--- src/rtl/i2c_fe_pkg.sv ---
// Shared constants, timeout state encoding and width helper for the I2C pad-side front end.
package i2c_fe_pkg;

  localparam int unsigned SYNC_STAGES_DEF    = 2;
  localparam int unsigned GLITCH_CYCLES_DEF  = 3;
  localparam int unsigned TIMEOUT_CYCLES_DEF = 1_250_000;

  typedef enum logic [1:0] {
    TMO_IDLE  = 2'd0,
    TMO_COUNT = 2'd1,
    TMO_TRIP  = 2'd2
  } tmo_state_t;

  // Bits needed to hold the values 0..limit.
  function automatic int unsigned cnt_width(input int unsigned limit);
    return (limit < 1) ? 1 : $clog2(limit + 1);
  endfunction

endpackage

--- src/rtl/i2c_line_filter.sv ---
// One pad line: reset-high synchronizer chain followed by a stability-count deglitcher.
module i2c_line_filter
  import i2c_fe_pkg::*;
#(
  parameter int unsigned SYNC_STAGES   = SYNC_STAGES_DEF,
  parameter int unsigned GLITCH_CYCLES = GLITCH_CYCLES_DEF
) (
  input  logic clk,
  input  logic rst,
  input  logic pin,
  output logic level,
  output logic toggle
);

  localparam int unsigned GW = cnt_width(GLITCH_CYCLES);
  localparam logic [GW-1:0] LAST = GW'(GLITCH_CYCLES - 1);

  logic [SYNC_STAGES-1:0] sync;
  logic [GW-1:0]          cnt;
  logic                   synced;

  assign synced = sync[SYNC_STAGES-1];

  // High in the cycle before level takes the synchronized value, so the top can register strobes that line up with it.
  assign toggle = (synced != level) && (cnt == LAST);

  always_ff @(posedge clk) begin
    if (rst) begin
      sync  <= '1;
      level <= 1'b1;
      cnt   <= '0;
    end else begin
      sync <= {sync[SYNC_STAGES-2:0], pin};
      if (toggle) begin
        level <= synced;
        cnt   <= '0;
      end else if (synced != level) begin
        cnt <= cnt + GW'(1);
      end else begin
        cnt <= '0;
      end
    end
  end

endmodule

--- src/rtl/i2c_bus_frontend.sv ---
// SCL/SDA conditioning, edge and START/STOP strobes, bus-busy tracking and SDA open-drain enable.
// Optional SMBus-style low-SCL timeout with SDA lockout is built when I2C_TIMEOUT_EN is defined.
module i2c_bus_frontend
  import i2c_fe_pkg::*;
#(
  parameter int unsigned SYNC_STAGES    = SYNC_STAGES_DEF,
  parameter int unsigned GLITCH_CYCLES  = GLITCH_CYCLES_DEF,
  parameter int unsigned TIMEOUT_CYCLES = TIMEOUT_CYCLES_DEF
) (
  input  logic clk,
  input  logic RST,
  input  logic scl_in,
  input  logic sda_in,
  input  logic sda_drive_low,
  output logic scl_f,
  output logic sda_f,
  output logic scl_rise,
  output logic scl_fall,
  output logic start_det,
  output logic stop_det,
  output logic bus_busy,
  output logic sda_oe,
  output logic timeout
);

  logic scl_tog, sda_tog;
  logic start_now, stop_now;
  logic trip_now;
  logic lockout, lockout_next;
  tmo_state_t tmo_state;

  i2c_line_filter #(.SYNC_STAGES(SYNC_STAGES), .GLITCH_CYCLES(GLITCH_CYCLES)) u_scl_filter (
    .clk(clk), .rst(RST), .pin(scl_in), .level(scl_f), .toggle(scl_tog)
  );

  i2c_line_filter #(.SYNC_STAGES(SYNC_STAGES), .GLITCH_CYCLES(GLITCH_CYCLES)) u_sda_filter (
    .clk(clk), .rst(RST), .pin(sda_in), .level(sda_f), .toggle(sda_tog)
  );

  // START/STOP need SCL high and steady; a coincident SCL change makes it a plain clock edge.
  assign start_now = sda_tog &  sda_f & ~scl_tog & scl_f;
  assign stop_now  = sda_tog & ~sda_f & ~scl_tog & scl_f;

`ifdef I2C_TIMEOUT_EN
  localparam int unsigned TW = cnt_width(TIMEOUT_CYCLES);
  localparam logic [TW-1:0] LIM = TW'(TIMEOUT_CYCLES);

  logic [TW-1:0] tmo_cnt, cnt_inc;
  logic          low_hold;

  assign low_hold     = bus_busy & ~scl_f;
  assign cnt_inc      = (tmo_cnt >= LIM) ? LIM : tmo_cnt + TW'(1);
  assign trip_now     = (tmo_state != TMO_TRIP) && low_hold && (cnt_inc >= LIM);
  assign lockout_next = start_now ? 1'b0 : (trip_now ? 1'b1 : lockout);

  always_ff @(posedge clk) begin
    if (RST) begin
      tmo_state <= TMO_IDLE;
      tmo_cnt   <= '0;
      timeout   <= 1'b0;
      lockout   <= 1'b0;
    end else begin
      timeout <= 1'b0;
      lockout <= lockout_next;
      case (tmo_state)
        TMO_IDLE, TMO_COUNT: begin
          if (!low_hold) begin
            tmo_state <= TMO_IDLE;
            tmo_cnt   <= '0;
          end else if (trip_now) begin
            tmo_state <= TMO_TRIP;
            tmo_cnt   <= '0;
            timeout   <= 1'b1;
          end else begin
            tmo_state <= TMO_COUNT;
            tmo_cnt   <= cnt_inc;
          end
        end
        TMO_TRIP: begin
          tmo_state <= TMO_IDLE;
          tmo_cnt   <= '0;
        end
        default: begin
          tmo_state <= TMO_IDLE;
          tmo_cnt   <= '0;
        end
      endcase
    end
  end
`else
  assign tmo_state    = TMO_IDLE;
  assign trip_now     = 1'b0;
  assign lockout      = 1'b0;
  assign lockout_next = 1'b0;
  assign timeout      = 1'b0;
`endif

  always_ff @(posedge clk) begin
    if (RST) begin
      scl_rise  <= 1'b0;
      scl_fall  <= 1'b0;
      start_det <= 1'b0;
      stop_det  <= 1'b0;
      bus_busy  <= 1'b0;
      sda_oe    <= 1'b0;
    end else begin
      scl_rise  <= scl_tog & ~scl_f;
      scl_fall  <= scl_tog &  scl_f;
      start_det <= start_now;
      stop_det  <= stop_now;
      if (start_now) begin
        bus_busy <= 1'b1;
      end else if (stop_now || trip_now) begin
        bus_busy <= 1'b0;
      end
      // Uses the next lockout so the enable drops in the same cycle timeout pulses.
      sda_oe <= sda_drive_low & ~lockout_next;
    end
  end

endmodule

--- config.mk ---
export PLATFORM = sky130hd
export DESIGN_NAME = i2c_bus_frontend
export DESIGN_NICKNAME = d
export VERILOG_FILES = /design/src/rtl/i2c_fe_pkg.sv /design/src/rtl/i2c_line_filter.sv /design/src/rtl/i2c_bus_frontend.sv
export SDC_FILE = /design/constraint.sdc
export NUM_CORES = 1
export LEC_CHECK = 0
export CELL_PAD_IN_SITES_DETAIL_PLACEMENT = 1
export CELL_PAD_IN_SITES_GLOBAL_PLACEMENT = 1
export CORE_MARGIN = 2
export CORE_UTILIZATION = 37
export DETAILED_ROUTE_END_ITERATION = 16
export MAX_ROUTING_LAYER = met4
export PLACE_DENSITY = 0.89
export SETUP_SLACK_MARGIN = 0.05
export SLEW_MARGIN = 20
export SYNTH_ARGS = -nofsm -noshare
export SYNTH_HDL_FRONTEND = slang
export SYNTH_HIERARCHICAL = 1
export SYNTH_SLANG_ARGS = --single-unit
--- constraint.sdc ---
create_clock -name clk -period 2 [get_ports clk]
set_input_delay 0.4 -clock clk [delete_from_list [all_inputs] [get_ports clk]]
set_output_delay 0.4 -clock clk [all_outputs]
set_load 0.02 [all_outputs]
# Yosys cells after proc, flatten, opt, wreduce, memory -nomap -nowiden

Index checks and enable logic that the tools add are counted.

Word-level logic and storage cells: 38
Input port bits: 5
Bits in registers: 16
Output and inout bits: 9

Bitwise gates (word level): 13
Reduce and logical (&&, ||, !) cells: 5
Equality and inequality tests: 4
Add/subtract/negate cells: 2
Multiplexer cells: 2

Operators with widths:

| operator              | number |
|---|---|
| $and A1 B1 Y1         | 8 |
| $reduce_or A3 Y1      | 2 |
| $not A1 Y1            | 5 |
| $add A2 B1 Y2 const B | 2 |
| $eq A2 B2 Y1 const B  | 2 |
| $logic_and A1 B1 Y1   | 2 |
| $mux W1               | 2 |
| $ne A1 B1 Y1          | 2 |
| $reduce_bool A2 Y1    | 1 |

# Depth between registers and ports, before layout

Depth after elaboration: 7
Mapped depth: 5
Gate-level depth less buffers: 5

# Hierarchy

The synthesis kept the hierarchy.

By module, submodules not included:

| module           | seq. area each (um2) | cells each | area an instance (um2) | instances |
|---|---|---|---|---|
| i2c_line_filter  | 100.1                | 15         | 172.7                  | 2 |
| i2c_bus_frontend | 120.1                | 17         | 205.2                  | 1 |

# Worst setup path after synthesis

No wires, ideal clock.

Kind: reg-to-reg
Start: register u_scl_filter.level
End: register bus_busy
Period minus slack after synthesis: 1.225 ns
Setup slack: 0.775 ns
Buffers on the path: 0
Cell stages (with the launch flop): 5
Data required time: 1.928 ns
Data arrival time: 1.154 ns
Library setup time: 0.072 ns
Path through: dfxtp_1 xnor2_1 nor2b_1 nand3b_4 mux2i_1

Longest elaborated chain between the ends: 6
Elaborated cells on any way between the ends: 9
Classes of those cells: 1 x eq/ne; 1 x mux; 5 x bitwise; 2 x reduce/logical

Ends and longest elaborated chain:

| element                                        | line                                           | source |
|---|---|---|
| start, declared                                | i2c_line_filter.sv:11                          | `output logic level,` |
| start signal, assigned                         | i2c_line_filter.sv:35                          | `level <= synced;` |
| $ne A1 B1 Y1 (*)                               | i2c_line_filter.sv:25                          | `assign toggle = (synced != level) && (cnt == LAST);` |
| $logic_and A1 B1 Y1 (*)                        | i2c_line_filter.sv:25                          |  |
| named net scl_tog                              | i2c_bus_frontend.sv:26                         | `logic scl_tog, sda_tog;` |
| $not A1 Y1 (*)                                 | i2c_bus_frontend.sv:41, i2c_bus_frontend.sv:42 |  |
| $and A1 B1 Y1 (on tied branches) (2 in series) | i2c_bus_frontend.sv:41, i2c_bus_frontend.sv:42 |  |
| $mux W1 or $reduce_bool A2 Y1 (tied branches)  | n/a                                            |  |
| end signal, assigned                           | i2c_bus_frontend.sv:104                        | `bus_busy <= 1'b0;` |
| end signal, assigned                           | i2c_bus_frontend.sv:112                        | `bus_busy <= 1'b1;` |
| end signal, assigned                           | i2c_bus_frontend.sv:114                        | `bus_busy <= 1'b0;` |
| end, declared                                  | i2c_bus_frontend.sv:21                         | `output logic bus_busy,` |

Mark *: on every way through the listed nets, which the timed path passes. The rest lies on a longest branch.
A chain may end at the register's enable or synchronous reset.

# Worst setup path after layout

Start: register u_scl_filter.level
End: output scl_f

RTL lines:

| element       | line                   | source |
|---|---|---|
| end, declared | i2c_bus_frontend.sv:15 | `output logic scl_f,` |

No word-level cell between the ends.

==> flow_summary_export.csv <==
group,metric,value,unit
worst_hold_path,hp-start,"u_sda_filter/sync[0]$_SDFF_PP1_",
power_and_ir_drop,finalPower,0.517,mW
timing,rsz0062_at_grt,"false",
grt,first_global_vias,336,
setup_path,critical_path_class,"reg -> out",
synthesis,yosys.area.top_type,"dfxtp_1",
clocking,cts_buffers,3,
floorplan,die_h,42.6,um
timing,finalCritPeriodShare,0.902,
clocking,h-tree-depth,1,
timing,max_freq,555,MHz
setup_path,endpoint_kind,"primary output",
clocking,clockBufferDepth,2,
place,hpwl,620,um
drt,drc,0,
worst_hold_path,hold_end,"u_sda_filter/sync[1]$_SDFF_PP1_",
floorplan,rows,13,
clocking,clkLatencyLatePin,0.28,ns
grt,grt_usage,0.111,
clocking,post_cts_buffers,0,
setup_path,critPathSlowestCell,"clkdlybuf4s50_1",
setup_path,path_max_fanout,6,
grt,antenna_found_initial,0,
clocking,hold_buffers,0,
setup_path,path_cells,"clkdlybuf4s50_1",
timing,setup_tns,0,ns
place,gp_congestion,0.623,
synthesis,synth-seq-cells,16,
power_and_ir_drop,max-vdd-ir-drop,0.415,mV
clocking,post_cts_resized,0,
synthesis,synthCells,47,
clocking,root_buffer,"clkbuf_4",
finish,drive_gt1_frac,0.164,
clocking,cts_tree,"done",
timing,fin_crit,1.80,ns
floorplan,coreArea,0.00135,mm2
setup_path,path_delay_family,"buffers and inverters",
setup_path,rr_endpoint,"bus_busy$_SDFFE_PP0P_",
timing,drv_slew,0,
setup_path,rrSetupSlack,0.77,ns
power_and_ir_drop,p_leak,0.263,nW
synthesis,synth.top_cell.area_share,0.582,
finish,fill_cells,146,
drt,drt-initial-drc-count,1,
synthesis,yosysSeqAreaShare,0.582,
finish,design_area,704,um2
timing,holdWs,0.418,ns
clocking,cts_sinks,16,
synthesis,synth_area_leaders,"dfxtp_1 58%, nor2b_1 5.7%, ha_1 4.5%",
floorplan,die_x,42.6,um
setup_path,cp_num_buf_inv,1,
setup_path,start_kind,"flip-flop",
finish,num-nets-final,70,
run,maxCapViolCount,0,
drt,drtPass1Iterations,2,
synthesis,netlist_area,551,um2
setup_path,critical_path_required,1.60,ns
synthesis,ys_types,17,
floorplan,ios,14,
drt,wl_per_cell,10.8,um
drt,vias,359,
setup_path,arrival,1.40,ns
place,port_buffers,12,
drt,vias_per_cell,4.72,
finish,syn2layout_area_growth,28.0,%
place,place_area,682,um2
setup_path,reg2reg_depth,4,
synthesis,avgSynthCellArea,11.7,um2
setup_path,r2r-start,"u_scl_filter/level$_SDFFE_PP1P_",
clocking,clk_pin_slew_worst_paths,0.08,ns
grt,grt_pass1_wl,1440,um
floorplan,die_area,0.00181,mm2
power_and_ir_drop,power_density,734,mW/mm2
outcome,status,"finished clean",
timing,hold_viol_final,0,
drt,route.antenna.remaining_nets,0,
timing,finalSetupViolCount,0,
setup_path,slowest_delay,0.65,ns
timing,fin_skew,0.000705,ns
synthesis,syn-num-nets,54,
floorplan,start_util,0.408,
setup_path,path_depth,1,
grt,grt_overflow,0,
synthesis,yosys_warnings,6,
drt,routed_wirelength,818,um
worst_hold_path,min_path_type,"reg -> reg",
finish,diodes,0,
worst_hold_path,whs_path_depth,1,
grt,grt_max_degree,17,
==> worst max path at each step <==
stage	start	to	slack (ns)
after floorplan	u_scl_filter/level$_SDFFE_PP1P_	bus_busy$_SDFFE_PP0P_	0.77
after CTS	u_scl_filter/level$_SDFFE_PP1P_	scl_f	0.17
after global routing	u_scl_filter/level$_SDFFE_PP1P_	scl_f	0.13
after detailed placement	RST	u_sda_filter/sync[0]$_SDFF_PP1_	0.43
final	u_scl_filter/level$_SDFFE_PP1P_	scl_f	0.20
after global placement	RST	u_scl_filter/level$_SDFFE_PP1P_	0.45
==> where the power goes <==
group | internal [mW] | switching [mW]
sequential | 0.325 | 0.00276
clock | 0.0698 | 0.0922
combinational | 0.0152 | 0.0122
==> cells by family (layout without fill, tap and decap cells) <==
family,count (synthesis),count (layout),synth area share
AO/OA/AOI/OAI,2,2,0.0364
XOR/XNOR,2,2,0.0318
adder cells (fa/ha/maj),2,2,0.0454
buffers and inverters,3,17,0.0273
flip-flops,16,16,0.582
multiplexers,1,1,0.0182
other,1,1,0.00681
AND/OR/NAND/NOR,20,20,0.252
==> per-stage QoR <==
| step | worst slack [ns] | utilization | cells |
|---|---|---|---|
| 3_3_place_gp | 0.453 | 0.505 | 73 |
| 2_1_floorplan | 0.775 | - | 47 |
| 4_1_cts | 0.172 | 0.522 | 76 |
| 6_report | 0.197 | 0.522 | 76 |
| 5_1_grt | 0.131 | 0.522 | 76 |
| 3_5_place_dp | 0.429 | 0.505 | 73 |
==> metal layers <==
metal,up-vias,GRT usage,wire (um)
met5,-,-,0
met4,0,0.0750,0
met3,0,0.0259,33
met2,9,0.169,405
met1,164,0.130,379
li1,186,-,-
==> area by class of cell <==
type | instances | area (um2) | share of cell area
Inverter | 2 | 7.51 | 0.0107
Timing Repair Buffer | 12 | 120 | 0.171
Tap cell | 15 | 18.8 | 0.0266
Multi-Input combinational cell | 28 | 215 | 0.306
Clock buffer | 3 | 22.5 | 0.0320
Sequential cell | 16 | 320 | 0.455
==> registers in the layout, summed over array words and instances, names as in the netlist <==
| name | flops |
|---|---|
| u_scl_filter/cnt | 2 |
| u_scl_filter/sync | 2 |
| u_sda_filter/cnt | 2 |
| u_sda_filter/sync | 2 |
| bus_busy | 1 |
| scl_fall | 1 |
| scl_rise | 1 |
| sda_oe | 1 |
| start_det | 1 |
| stop_det | 1 |
| u_scl_filter/level | 1 |
| u_sda_filter/level | 1 |
==> placed cells by master, fill, tap and decap left out <==
cell type and count:
or2_2 4, nor3b_1 1, clkdlybuf4s50_1 12, dfxtp_1 16
inv_1 2, ha_1 2, nor2b_1 5, clkbuf_4 3
nand3b_4 1, nor4_1 4, nor2_1 1, and3b_1 1
a211o_2 2, conb_1 1, nor3_1 1, mux2i_1 1
xnor2_1 2, nand2b_1 2
==> synthesized netlist by cell type (all sizes together) <==
cell and count:
a211o 2, and3b 1, buf 1, conb 1, dfxtp 16, ha 2
inv 2, mux2i 1, nand2b 2, nand3b 1, nor2 1, nor2b 5
nor3 1, nor3b 1, nor4 4, or2 4, xnor2 2
Note: power is estimated with default switching activity, not from simulation.
